## config.mk

```make
export PLATFORM = sky130hd
export DESIGN_NAME = mem_word_port_flat
export DESIGN_NICKNAME = d
export VERILOG_FILES = /design/src/rtl/mem_word_port_if.sv /design/src/rtl/mem_word_port.sv /design/src/flat_wrapper.sv
export SDC_FILE = /design/constraint.sdc
export NUM_CORES = 1
export LEC_CHECK = 0
export ABC_AREA = 1
export CORE_MARGIN = 10
export CORE_UTILIZATION = 25
export CTS_CLUSTER_SIZE = 30
export DETAILED_ROUTE_END_ITERATION = 6
export PLACE_DENSITY = 0.52
export SLEW_MARGIN = 40
export SYNTH_ARGS = -nofsm -noshare
export SYNTH_HDL_FRONTEND = slang
export SYNTH_SLANG_ARGS = --single-unit
export TNS_END_PERCENT = 5
```

## constraint.sdc

```tcl
create_clock -name clk -period 1.67 [get_ports clk]
set_clock_uncertainty 0.1 [all_clocks]
set_input_delay 0.501 -clock clk [delete_from_list [all_inputs] [get_ports clk]]
set_output_delay 0.501 -clock clk [all_outputs]
set_load 0.02 [all_outputs]
```

## src/rtl/mem_word_port_if.sv

```systemverilog
// CPU-side bundle for mem_word_port: instruction-fetch port and data port.
// Word addresses are ADDR_BITS-1 wide; data words are 16 bits.
interface mem_word_port_if #(
  parameter int ADDR_BITS = 16
);
  logic                 if_req;
  logic [ADDR_BITS-2:0] if_addr;
  logic [15:0]          if_rdata;
  logic                 if_ack;

  logic                 d_req;
  logic                 d_we;
  logic [ADDR_BITS-2:0] d_addr;
  logic [15:0]          d_wdata;
  logic [15:0]          d_rdata;
  logic                 d_ack;

  modport master (
    output if_req, if_addr, d_req, d_we, d_addr, d_wdata,
    input  if_rdata, if_ack, d_rdata, d_ack
  );

  modport slave (
    input  if_req, if_addr, d_req, d_we, d_addr, d_wdata,
    output if_rdata, if_ack, d_rdata, d_ack
  );
endinterface

```

## src/rtl/mem_word_port.sv

```systemverilog
// Arbitrates fetch and data word accesses onto a byte-wide SPI RAM controller,
// issuing low then high byte and returning a one-cycle ack to the winner.
module mem_word_port #(
  parameter int ADDR_BITS = 16
) (
  input  logic                 clk,
  input  logic                 rstn,
  mem_word_port_if.slave       cpu,
  output logic [ADDR_BITS-1:0] ram_addr,
  output logic [7:0]           ram_wdata,
  output logic                 ram_start_read,
  output logic                 ram_start_write,
  input  logic [7:0]           ram_rdata,
  input  logic                 ram_busy
);

  typedef enum logic [2:0] {
    IDLE, LO_START, LO_WAIT, HI_START, HI_WAIT, DONE
  } state_t;

  localparam logic PORT_FETCH = 1'b0;
  localparam logic PORT_DATA  = 1'b1;

  state_t                 state_q, state_d;
  logic                   port_q, port_d;
  logic                   we_q, we_d;
  logic [ADDR_BITS-2:0]   waddr_q, waddr_d;
  logic [15:0]            wdata_q, wdata_d;
  logic [7:0]             hold_lo_q, hold_lo_d;
  logic [15:0]            if_rdata_q, if_rdata_d;
  logic [15:0]            d_rdata_q, d_rdata_d;
  logic [ADDR_BITS-1:0]   ram_addr_q, ram_addr_d;
  logic [7:0]             ram_wdata_q, ram_wdata_d;
  logic                   last_grant_q, last_grant_d;
  logic                   grant_data;

  always_ff @(posedge clk or negedge rstn) begin
    if (!rstn) begin
      state_q      <= IDLE;
      port_q       <= PORT_FETCH;
      we_q         <= 1'b0;
      waddr_q      <= '0;
      wdata_q      <= '0;
      hold_lo_q    <= '0;
      if_rdata_q   <= '0;
      d_rdata_q    <= '0;
      ram_addr_q   <= '0;
      ram_wdata_q  <= '0;
      last_grant_q <= PORT_FETCH;
    end else begin
      state_q      <= state_d;
      port_q       <= port_d;
      we_q         <= we_d;
      waddr_q      <= waddr_d;
      wdata_q      <= wdata_d;
      hold_lo_q    <= hold_lo_d;
      if_rdata_q   <= if_rdata_d;
      d_rdata_q    <= d_rdata_d;
      ram_addr_q   <= ram_addr_d;
      ram_wdata_q  <= ram_wdata_d;
      last_grant_q <= last_grant_d;
    end
  end

  always_comb begin
    state_d      = state_q;
    port_d       = port_q;
    we_d         = we_q;
    waddr_d      = waddr_q;
    wdata_d      = wdata_q;
    hold_lo_d    = hold_lo_q;
    if_rdata_d   = if_rdata_q;
    d_rdata_d    = d_rdata_q;
    ram_addr_d   = ram_addr_q;
    ram_wdata_d  = ram_wdata_q;
    last_grant_d = last_grant_q;
    // On a tie the data port wins unless it was the last one served.
    grant_data   = cpu.d_req && (!cpu.if_req || (last_grant_q == PORT_FETCH));

    case (state_q)
      IDLE: begin
        if (cpu.d_req || cpu.if_req) begin
          port_d      = grant_data ? PORT_DATA : PORT_FETCH;
          we_d        = grant_data && cpu.d_we;
          waddr_d     = grant_data ? cpu.d_addr : cpu.if_addr;
          wdata_d     = grant_data ? cpu.d_wdata : 16'h0000;
          ram_addr_d  = {waddr_d, 1'b0};
          ram_wdata_d = wdata_d[7:0];
          state_d     = LO_START;
        end
      end
      LO_START: state_d = LO_WAIT;
      LO_WAIT: begin
        if (!ram_busy) begin
          if (!we_q) hold_lo_d = ram_rdata;
          ram_addr_d  = {waddr_q, 1'b1};
          ram_wdata_d = wdata_q[15:8];
          state_d     = HI_START;
        end
      end
      HI_START: state_d = HI_WAIT;
      HI_WAIT: begin
        if (!ram_busy) begin
          // Result lands in the port register as DONE begins, aligned with ack.
          if (!we_q) begin
            if (port_q == PORT_DATA) d_rdata_d  = {ram_rdata, hold_lo_q};
            else                     if_rdata_d = {ram_rdata, hold_lo_q};
          end
          state_d = DONE;
        end
      end
      DONE: begin
        last_grant_d = port_q;
        state_d      = IDLE;
      end
      default: state_d = IDLE;
    endcase
  end

  assign ram_addr        = ram_addr_q;
  assign ram_wdata       = ram_wdata_q;
  assign ram_start_read  = ((state_q == LO_START) || (state_q == HI_START)) && !we_q;
  assign ram_start_write = ((state_q == LO_START) || (state_q == HI_START)) && we_q;

  assign cpu.if_rdata = if_rdata_q;
  assign cpu.d_rdata  = d_rdata_q;
  assign cpu.if_ack   = (state_q == DONE) && (port_q == PORT_FETCH);
  assign cpu.d_ack    = (state_q == DONE) && (port_q == PORT_DATA);

endmodule

```

## src/flat_wrapper.sv

```systemverilog
// flat-port wrapper written by rule: the top's interface ports become plain ports
module mem_word_port_flat 
#(
  parameter int ADDR_BITS = 16
)
  (clk, rstn, ram_addr, ram_wdata, ram_start_read, ram_start_write, ram_rdata, ram_busy, cpu_if_req, cpu_if_addr, cpu_d_req, cpu_d_we, cpu_d_addr, cpu_d_wdata, cpu_if_rdata, cpu_if_ack, cpu_d_rdata, cpu_d_ack);
  mem_word_port_if #(.ADDR_BITS(ADDR_BITS)) cpu_i ();
  input  logic clk;
  input  logic rstn;
  output logic [ADDR_BITS-1:0] ram_addr;
  output logic [7:0] ram_wdata;
  output logic ram_start_read;
  output logic ram_start_write;
  input  logic [7:0] ram_rdata;
  input  logic ram_busy;
  input wire logic [$bits(cpu_i.if_req)-1:0] cpu_if_req;
  input wire logic [$bits(cpu_i.if_addr)-1:0] cpu_if_addr;
  input wire logic [$bits(cpu_i.d_req)-1:0] cpu_d_req;
  input wire logic [$bits(cpu_i.d_we)-1:0] cpu_d_we;
  input wire logic [$bits(cpu_i.d_addr)-1:0] cpu_d_addr;
  input wire logic [$bits(cpu_i.d_wdata)-1:0] cpu_d_wdata;
  output wire logic [$bits(cpu_i.if_rdata)-1:0] cpu_if_rdata;
  output wire logic [$bits(cpu_i.if_ack)-1:0] cpu_if_ack;
  output wire logic [$bits(cpu_i.d_rdata)-1:0] cpu_d_rdata;
  output wire logic [$bits(cpu_i.d_ack)-1:0] cpu_d_ack;
  assign cpu_i.if_req = cpu_if_req;
  assign cpu_i.if_addr = cpu_if_addr;
  assign cpu_i.d_req = cpu_d_req;
  assign cpu_i.d_we = cpu_d_we;
  assign cpu_i.d_addr = cpu_d_addr;
  assign cpu_i.d_wdata = cpu_d_wdata;
  assign cpu_if_rdata = cpu_i.if_rdata;
  assign cpu_if_ack = cpu_i.if_ack;
  assign cpu_d_rdata = cpu_i.d_rdata;
  assign cpu_d_ack = cpu_i.d_ack;
  mem_word_port #(.ADDR_BITS(ADDR_BITS)) u_core (.clk(clk), .rstn(rstn), .cpu(cpu_i), .ram_addr(ram_addr), .ram_wdata(ram_wdata), .ram_start_read(ram_start_read), .ram_start_write(ram_start_write), .ram_rdata(ram_rdata), .ram_busy(ram_busy));
endmodule
```

==> impl_metrics.yaml, run 1 <==
clock_tree:
  clkTransAtPathRegs_ps: 60
  clk_path_buf_depth: 2
  cts-buffers-inserted: 9
  cts_tree: "yes"
  htree_levels: 3
  clk_latency_ps: 350
  clock-root-buffer: "clkbuf_16"
  clock_sinks: 93
yosys:
  yosys.cell_types.count: 23
  synthTopCellsByArea: "dfrtp_1 (55%), nand2_1 (20%), nand3_1 (5.9%)"
  ys_ff_latch: 93
  synth_cells: 518
  synthArstFlopShare_pct: 100
  synth_compound_area_share_pct: 6.96
  synth_ff_type: "dfrtp_1"
  synth_xor_area_share_pct: 0
  synthMostInstantiatedCell: "nand2_1"
  yosys_warnings: 0
  synth-simple-area-share_pct: 31.7
  synth_fa_ha_area_share_pct: 0
  synth.largest_area_cell: "dfrtp_1"
  seq_area_frac_synth_pct: 54.6
  muxShareOfSynthArea_pct: 0
  synth_top_family_by_area: "simple AND/OR/NAND/NOR gates"
  synthTopCellsByCount: "nand2_1 (227), dfrtp_1 (93), nand3_1 (50), o21ai_1 (32), inv_1 (30)"
  syn_area_um2: 4260
  synth_nets: 578
  avgSynthCellArea_um2: 8.23
  synth_edf_count: 0
  yosys.area.top_type_share_pct: 54.6
worst_setup_path:
  arrival_ps: 1190
  crit_fanout: 5
  startpoint_type: "flop"
  path_cells: "inv_4 > nand3_4 > nor2_4 > buf_6"
  slowest_stage: "dfrtp_1"
  cp_top_family: "flip-flops"
  worstSetupPathType: "flop to output pin"
  end_kind: "output pin"
  critPathBufInv: 2
  critPathMaxStageDelay_ps: 420
  cp.required_ps: 1070
final_layout:
  finalNetCount: 720
  area_growth_pct: 46.2
  fin_area_um2: 6230
  utilization_pct: 37.4
  instances_no_fill: 885
  diodes: 0
  drive_gt1_share_pct: 18.0
routing:
  firstDrtPassIters: 5
  routed_wl_um: 13200
  ant_nets: 0
  wl_per_cell_um: 14.9
  viasPerCell: 4.38
  vias: 3880
  drt_iter0_drc: 236
  drc: 0
sta:
  tns_ps: -358
  whs_ps: 42.7
  min_period_over_period_pct: 107
  worstMarginPinSlew_ps: 401
  rsz0062_at_grt: "true"
  finalWorstSetupSlack_ps: -120
  relSlewSlack_pct: 73.2
  hold_viol: 0
  max_freq_mhz: 559
  fin_crit_ps: 1790
  setup_violations: 4
  slew_viol_final: 0
run:
  maxCapViolations: 0
floorplan:
  die_y_um: 151
  ios: 120
  start_util_pct: 25.6
  die_area_um2: 22700
  core_area_um2: 16600
  die_w_um: 151
  rows: 47
global_routing:
  busiest_layer: "met2"
  grt_use_met3_pct: 2.37
  grt_pass1_wl_um: 21100
  grt_pass1_vias: 4011
  gr-usage-all-layers_pct: 11.8
  grt_use_met2_pct: 19.2
  grt_max_degree: 71
  antenna_found_initial: 0
  grt.overflow.total: 0
  grtUsageMet1_pct: 14.4
placement:
  dp_slack_ps: -359
  place.gp.congestion: 0.796
  dp_cells: 864
  portBuffers: 119
  dp.final_hpwl_um: 9810
  place_area_um2: 5920
pwr:
  p_leak_nw: 3.13
  peakVddDrop_mv: 0.539
  power_mw: 10.8
  powerDensity_nw_per_um2: 1730
hold_path:
  min_path_type: "input pin to async pin"
run_status:
  status: "complete, but fails checks"
  violations: "setup timing"
==> metal layers <==
metal / vias to the layer above / part of all wire [%]
met5: - / 0
met4: 0 / 2.5
met3: 20 / 4.4
met2: 98 / 48
met1: 1822 / 45
li1: 1940 / -
==> cells by family after synthesis <==
logic type	Yosys count
compound gates	53
flops	93
simple gates	311
buf+inv	61
==> report_power, final <==
group          leakage (nW)  total [mW]  switching [mW]  internal, mW
sequential             1.20        3.72           0.546          3.18
combinational          1.78        4.93            2.93          2.00
clock                 0.148        2.12           0.879          1.24
==> layout make-up <==
type / count / area [um^2]
Fill cell: 1700 / 10400
Tap cell: 220 / 275
Sequential cell: 93 / 2330
Clock inverter: 5 / 58.8
Multi-Input combinational cell: 364 / 1680
Timing Repair Buffer: 158 / 1500
Clock buffer: 11 / 253
Inverter: 34 / 130
==> state kept, by name (all words and copies together), names as in the netlist <==
| register | count |
|---|---|
| u_core.state_q | 3 |
| u_core.wdata_q | 8 |
| u_core.cpu.if_rdata | 16 |
| u_core.last_grant_q | 1 |
| u_core.hold_lo_q | 8 |
| u_core.ram_addr | 16 |
| u_core.we_q | 1 |
| u_core.cpu.d_rdata | 16 |
| u_core.port_q | 1 |
| u_core.ram_wdata | 8 |
| u_core.waddr_q | 15 |
==> repair_timing <==
action / in CTS / in global routing
gates resized for setup: 125 / 40
pin swaps: 0 / 1
hold buffers: 0 / 0
endpoints found under the setup margin: 59 / 63
setup buffers: 0 / 5
==> placed cells by master, fill, tap and decap left out, types with 2 or more instances in the layout <==
master / instances
nand2_4: 2
clkbuf_16: 9
nand2_2: 4
o21ai_1: 32
buf_4: 30
clkdlybuf4s15_1: 27
nand3_2: 2
nand2_1: 225
clkdlybuf4s15_2: 7
buf_6: 7
nand3_4: 2
clkinvlp_4: 2
inv_1: 30
o21ai_0: 12
nand3_1: 49
inv_2: 3
nor2_1: 3
nor2_4: 2
o21ai_2: 8
dfrtp_1: 92
buf_12: 8
nand4_1: 16
clkbuf_8: 2
nor2_2: 4
clkdlybuf4s50_1: 58
clkbuf_2: 21
==> path summary, 6_finish.rpt <==
| path | endpoint | slack, ps | cells after the start | startpoint |
|---|---|---|---|---|
| setup / recovery | cpu_if_ack | -120 | 4 | u_core.state_q[1]$_DFFE_PN0P_ |
| hold / removal | u_core.cpu.d_rdata[15]$_DFFE_PN0P_ | 40 | 2 | rstn |
| setup reg to reg | u_core.ram_addr[3]$_DFFE_PN0P_ | 50 | 9 | u_core.state_q[0]$_DFFE_PN0P_ |
| hold reg to reg | u_core.hold_lo_q[0]$_DFFE_PN0P_ | 380 | 2 | u_core.hold_lo_q[0]$_DFFE_PN0P_ |
| max in group asynchronous | u_core.port_q$_DFFE_PN0P_ | 1070 | 2 | rstn |
| min in group clk | u_core.hold_lo_q[0]$_DFFE_PN0P_ | 380 | 2 | u_core.hold_lo_q[0]$_DFFE_PN0P_ |
Note: power is estimated with default switching activity, not from simulation.
==> run 2, diff against run 1 <==
--- a/config.mk
+++ b/config.mk
@@ -5,12 +5,13 @@
 export SDC_FILE = /design/constraint.sdc
 export NUM_CORES = 1
 export LEC_CHECK = 0
-export ABC_AREA = 1
+export ABC_AREA = 0
+export CAP_MARGIN = 10
 export CORE_MARGIN = 10
-export CORE_UTILIZATION = 25
+export CORE_UTILIZATION = 48
 export CTS_CLUSTER_SIZE = 30
 export DETAILED_ROUTE_END_ITERATION = 6
-export PLACE_DENSITY = 0.52
+export PLACE_DENSITY = 0.86
 export SLEW_MARGIN = 40
 export SYNTH_ARGS = -nofsm -noshare
 export SYNTH_HDL_FRONTEND = slang
==> run 2 against run 1 <==
Effect of this change:
- the run still ends with setup timing left
- sequential cell count did not move
- clock-buffer cell count decreased by 2
- register-to-register slack worse by 200 ps
- synthesized area shrank 3.0%
- sequential share of layout area grew 2.2 points
- die area decreased by 44%
- critical path type unchanged
- highest routed layer unchanged
==> impl_metrics.yaml, run 2 <==
yosys:
  synth_ff_type: "dfrtp_1"
  synthTopCellsByCount: "dfrtp_1 (93), mux2i_1 (68), mux2_2 (32), inv_1 (23), a22o_1 (10)"
  syn_area_um2: 4140
  seq_area_frac_synth_pct: 56.3
  synth_nets: 359
  synth.largest_area_cell: "dfrtp_1"
  yosys_warnings: 0
  synthArstFlopShare_pct: 100
  synth_cells: 299
  synth_edf_count: 0
  yosys.cell_types.count: 31
  yosys.area.top_type_share_pct: 56.3
  avgSynthCellArea_um2: 13.8
  ys_ff_latch: 93
  synthMostInstantiatedCell: "dfrtp_1"
  synthTopCellsByArea: "dfrtp_1 (56%), mux2i_1 (16%), mux2_2 (8.7%)"
final_layout:
  layout_commonest_cell: "dfrtp_1"
  diodes: 0
  ff_latch_area_um2: 2330
  utilization_pct: 70.8
  drive_gt1_share_pct: 37.7
  fillCellCount: 569
  multi_input_area_um2: 1710
  area_growth_pct: 42.1
  finalNetCount: 503
  final_cell_mix: "dfrtp_1 (92), mux2i_1 (61), clkdlybuf4s50_1 (56), clkbuf_2 (37), mux2_2 (32)"
  fin_area_um2: 5880
worst_setup_path:
  end_kind: "output pin"
  r2r_end: "u_core.hold_lo_q[6]$_DFFE_PN0P_"
  reg2reg_depth: 4
  arrival_ps: 1280
  slowest_stage: "dfrtp_1"
  critPathMaxStageDelay_ps: 410
  cp_top_family: "flip-flops"
  r2r_start: "u_core.state_q[2]$_DFFE_PN0P_"
  startpoint_type: "flop"
  critPathBufInv: 1
  reg2reg_slack_ps: -150
  worstSetupPathType: "flop to output pin"
  cp.required_ps: 1070
  path_cells: "nor2b_4 > and3_4 > buf_6"
  crit_fanout: 4
sta:
  worstMarginPinSlew_ps: 476
  hold_viol: 0
  min_period_over_period_pct: 113
  finalWorstSetupSlack_ps: -209
  relSlewSlack_pct: 68.0
  slew_viol_final: 0
  setup_violations: 59
  rsz0062_at_grt: "true"
  max_freq_mhz: 532
  fin_crit_ps: 1880
global_routing:
  grt_use_met3_pct: 6.18
  grt_pass1_wl_um: 17100
  grt_max_degree: 37
  antenna_found_initial: 0
  busiest_layer: "met2"
  grtUsageMet1_pct: 18.3
  grt_use_met2_pct: 27.7
  grt_pass1_vias: 3335
  gr-usage-all-layers_pct: 16.2
  grt.overflow.total: 0
clock_tree:
  clkTransAtPathRegs_ps: 100
  clock_sinks: 93
  cts-buffers-inserted: 9
  htree_levels: 3
  clk_path_buf_depth: 2
  clk_latency_ps: 350
  clock-root-buffer: "clkbuf_8"
  cts_tree: "yes"
floorplan:
  die_y_um: 113
  core_area_um2: 8300
  ios: 120
  start_util_pct: 49.8
  rows: 33
  die_area_um2: 12700
  die_w_um: 113
pwr:
  p_leak_nw: 2.89
  power_mw: 10.2
  power.share.clock_pct: 15.1
  p_sw_mw: 3.83
  powerDensity_nw_per_um2: 1740
  pwr-share-seq_pct: 37.5
  peakVddDrop_mv: 0.898
  p_sw_share_pct: 37.4
  p_comb_share_pct: 47.4
  internal-power_mw: 6.41
hold_path:
  hold_depth: 1
  min_path_type: "flop to flop"
  hp-start: "u_core.cpu.d_rdata[2]$_DFFE_PN0P_"
  whs_endpoint: "u_core.cpu.d_rdata[2]$_DFFE_PN0P_"
run_status:
  violations: "setup timing"
  status: "complete, but fails checks"
routing:
  viasPerCell: 5.19
  routed_wl_um: 10200
  vias: 2872
  drc: 0
  ant_nets: 0
  wl_per_cell_um: 18.4
  drt_iter0_drc: 50
  firstDrtPassIters: 4
placement:
  place.gp.congestion: 0.778
  portBuffers: 119
  place_area_um2: 5670
  dp.final_hpwl_um: 7510
run:
  maxCapViolations: 0
run 2: cell type report:
cell class	instances	share of cell area [%]
clock buffer	9	2.11
clock inverter	7	1.41
inverter	23	1.47
multi-input combinational	163	29.1
sequential	93	39.6
tap	105	2.24
timing repair buffer	153	24.1
run 2: logic make-up after synthesis:
kind of cell	count (synthesis)	share of synthesized area [%]
compound gates	26	5.26
xor+xnor	1	0.212
mux	108	28.1
simple gates	28	5.02
buf+inv	43	5.14
flops	93	56.3
run 2: worst max path at each step:
stage	from	to	slack (ps)	depth (start not counted)
after global routing	u_core.state_q[0]$_DFFE_PN0P_	cpu_d_ack	-280	3
after floorplan	u_core.state_q[0]$_DFFE_PN0P_	u_core.hold_lo_q[0]$_DFFE_PN0P_	-80	6
after CTS	u_core.state_q[2]$_DFFE_PN0P_	cpu_if_ack	-230	5
after global placement	ram_busy	u_core.cpu.if_rdata[14]$_DFFE_PN0P_	-470	5
final	u_core.state_q[0]$_DFFE_PN0P_	cpu_d_ack	-210	3
after detailed placement	ram_busy	u_core.ram_wdata[4]$_DFFE_PN0P_	-510	5
run 2: worst reg2reg max path, delay by kind of cell (launching register included):
kind | cells | cell delay, ps
simple gates | 2 | 660
flops | 1 | 450
mux | 1 | 330
buf+inv | 1 | 170
run 2: what timing repair did:
action / CTS / global route
gates resized for setup: 167 / 48
hold endpoints to repair: 25 / 0
pin swaps: 4 / 3
setup buffers: 3 / 1
endpoints found under the setup margin: 131 / 129
hold buffers: 1 / 0
run 2: power groups by stage:
stage | logic [mW] | clock network (mW) | registers, mW
after CTS | 5.02 | 1.59 | 3.84
after floorplan | 2.30 | 0 | 4.39
final | 4.86 | 1.55 | 3.85
after global placement | 4.90 | 0 | 3.80
after global routing | 5.27 | 1.68 | 3.98
after detailed placement | 5.04 | 0 | 3.86
run 2: through the flow:
| step | cells | setup TNS, ps | hold WS, ps | setup WS (ps) |
|---|---|---|---|---|
| 4_1_cts | 552 | -4700 | 414 | -227 |
| 3_3_place_gp | 532 | -36150 | 342 | -472 |
| 5_1_grt | 553 | -9600 | 438 | -279 |
| 2_1_floorplan | 299 | -965 | 105 | -79.3 |
| 6_report | 553 | -4300 | 411 | -209 |
| 3_5_place_dp | 532 | -37650 | 345 | -509 |
run 2: per-layer routing:
metal  wire length, um  up-vias
met5                 0        -
met4               124        0
met3               790       10
met2              5240       80
met1              4030     1442
li1                  -     1340
==> run 3, diff against run 2 <==
--- a/config.mk
+++ b/config.mk
@@ -7,6 +7,7 @@
 export LEC_CHECK = 0
 export ABC_AREA = 0
 export CAP_MARGIN = 10
+export CORE_ASPECT_RATIO = 0.9
 export CORE_MARGIN = 10
 export CORE_UTILIZATION = 48
 export CTS_CLUSTER_SIZE = 30
==> constraint.sdc (replaced) <==
create_clock -name clk -period 2 [get_ports clk]
set_clock_uncertainty 0.1 [all_clocks]
set_input_delay 0.6 -clock clk [delete_from_list [all_inputs] [get_ports clk]]
set_output_delay 0.6 -clock clk [all_outputs]
set_load 0.02 [all_outputs]
==> run 3 against run 2 <==
Effect of this change:
- the flow now finishes without violations
- core utilization fell by 1.6 points
- combinational power fell by 20%
- register-to-register slack improved by 240 ps
- critical path depth rose by 1
- cell area barely moved
- first-iteration DRC count rose by 110%
- global-route usage fell by 0.86 points
- sequential cell count did not move
- die area barely moved
- clock-buffer cell count did not move
- critical path type unchanged
- critical endpoint is now cpu_if_ack
==> impl_metrics.yaml, run 3 (synthesis results as in run 2) <==
pwr:
  powerDensity_nw_per_um2: 1440
  power_mw: 8.45
  pwr-share-seq_pct: 37.8
  internal-power_mw: 5.38
  peakVddDrop_mv: 0.699
  p_sw_mw: 3.08
  power.share.clock_pct: 16.0
  p_comb_share_pct: 46.2
  p_sw_share_pct: 36.4
  p_leak_nw: 2.97
clock_tree:
  clkTransAtPathRegs_ps: 100
  clk_path_buf_depth: 2
  cts_tree: "yes"
  htree_levels: 3
  clock-root-buffer: "clkbuf_8"
  ctsHoldBuffers: 0
  clk_latency_ps: 360
  cts-buffers-inserted: 9
  clock_sinks: 93
global_routing:
  antenna_found_initial: 0
  gr-usage-all-layers_pct: 15.3
  grt_max_degree: 57
  grt.overflow.total: 0
  grt_pass1_wl_um: 16000
  grt_pass1_vias: 3113
sta:
  max_freq_mhz: 510
  hold_viol: 0
  worstMarginPinSlew_ps: 456
  min_period_over_period_pct: 98.0
  whs_ps: 109
  slew_viol_final: 0
  fin_crit_ps: 1960
  rsz0062_at_grt: "true"
  relSlewSlack_pct: 69.6
  tns_ps: 0
  setup_violations: 0
worst_setup_path:
  reg2reg_slack_ps: 90
  startpoint: "u_core.state_q[0]$_DFFE_PN0P_"
  startpoint_type: "flop"
  reg2reg_depth: 5
  crit_fanout: 3
  end_kind: "output pin"
  r2r_end: "u_core.hold_lo_q[7]$_DFFE_PN0P_"
  worstSetupPathType: "flop to output pin"
  worstSetupEndpoint: "cpu_if_ack"
  arrival_ps: 1260
  r2r_start: "u_core.state_q[0]$_DFFE_PN0P_"
  cp.required_ps: 1300
routing:
  firstDrtPassIters: 4
  viasPerCell: 4.99
  vias: 2802
  drc: 0
  ant_nets: 0
  routed_wl_um: 9830
  wl_per_cell_um: 17.5
  drt_iter0_drc: 105
hold_path:
  min_path_type: "input pin to async pin"
run:
  maxCapViolations: 0
final_layout:
  fillCellCount: 631
  final_cell_mix: "dfrtp_1 (92), mux2i_1 (68), clkdlybuf4s50_1 (58), dlygate4sd2_1 (56), mux2_2 (32)"
  drive_gt1_share_pct: 23.3
  finalNetCount: 498
  area_growth_pct: 42.0
  layout_commonest_cell: "dfrtp_1"
  diodes: 0
run_status:
  status: "completed"
floorplan:
  die_y_um: 108
  core_area_um2: 8490
  die_w_um: 118
  ios: 120
  rows: 32
  die_area_um2: 12700
  start_util_pct: 48.7
placement:
  place.gp.congestion: 0.749
  portBuffers: 119
  dp.final_hpwl_um: 7610
[run 3: what timing repair did]
action | in CTS | in global routing
setup buffers | 1 | 1
setup endpoints to repair | 60 | 5
gates resized for setup | 79 | 12
pin swaps | 0 | 2
[run 3: final cells by class]
class | count | area, um^2 | share of cell area [%]
Multi-Input combinational cell | 163 | 1660 | 28.3
Clock inverter | 6 | 87.6 | 1.49
Inverter | 23 | 86.3 | 1.47
Tap cell | 119 | 149 | 2.54
Sequential cell | 93 | 2330 | 39.7
Clock buffer | 9 | 124 | 2.11
Timing Repair Buffer | 148 | 1440 | 24.4
[run 3: worst min path at each step]
stage | from | endpoint | slack (ps) | cells past startpoint
floorplan | rstn | u_core.cpu.d_rdata[0]$_DFFE_PN0P_ | 200 | 0
global placement | u_core.ram_addr[0]$_DFFE_PN0P_ | u_core.ram_addr[0]$_DFFE_PN0P_ | 380 | 1
detailed placement | u_core.ram_addr[0]$_DFFE_PN0P_ | u_core.ram_addr[0]$_DFFE_PN0P_ | 380 | 1
CTS | rstn | u_core.cpu.d_rdata[9]$_DFFE_PN0P_ | 130 | 2
global route | rstn | u_core.cpu.d_rdata[9]$_DFFE_PN0P_ | 120 | 2
finish | rstn | u_core.cpu.d_rdata[9]$_DFFE_PN0P_ | 110 | 2
[run 3: worst max-delay path, stage by stage (launching register included)]
cell and delay [ps]:
dfrtp_1 400, nor2b_4 180, nand2_2 80, nor2_4 120, buf_6 120
[run 3: power by group through the flow]
stage | sequential (mW) | combinational [mW] | clock (mW)
6_report | 3.20 | 3.90 | 1.35
5_1_grt | 3.31 | 4.21 | 1.44
4_1_cts | 3.18 | 3.90 | 1.38
3_5_place_dp | 3.23 | 4.19 | 0
3_3_place_gp | 3.17 | 4.07 | 0
2_1_floorplan | 3.66 | 1.90 | 0
[run 3: routing by layer]
metal	global-route usage (%)	part of all wire (%)	wire length, um	vias to the layer above
met5	0	0	0	-
met4	4.50	0.94	92	0
met3	4.85	5.7	562	9
met2	26.8	51	4970	67
met1	17.9	43	4200	1392
li1	-	-	-	1334
[run 3: metrics by stage]
step	setup WS, ps	instances	area (um^2)	utilization [%]
floorplan	23.5	299	4140	-
global placement	-233	544	5670	66.8
detailed placement	-321	544	5670	66.8
CTS	9.08	560	5820	68.5
global route	-20.0	561	5870	69.2
finish	39.3	561	5870	69.2
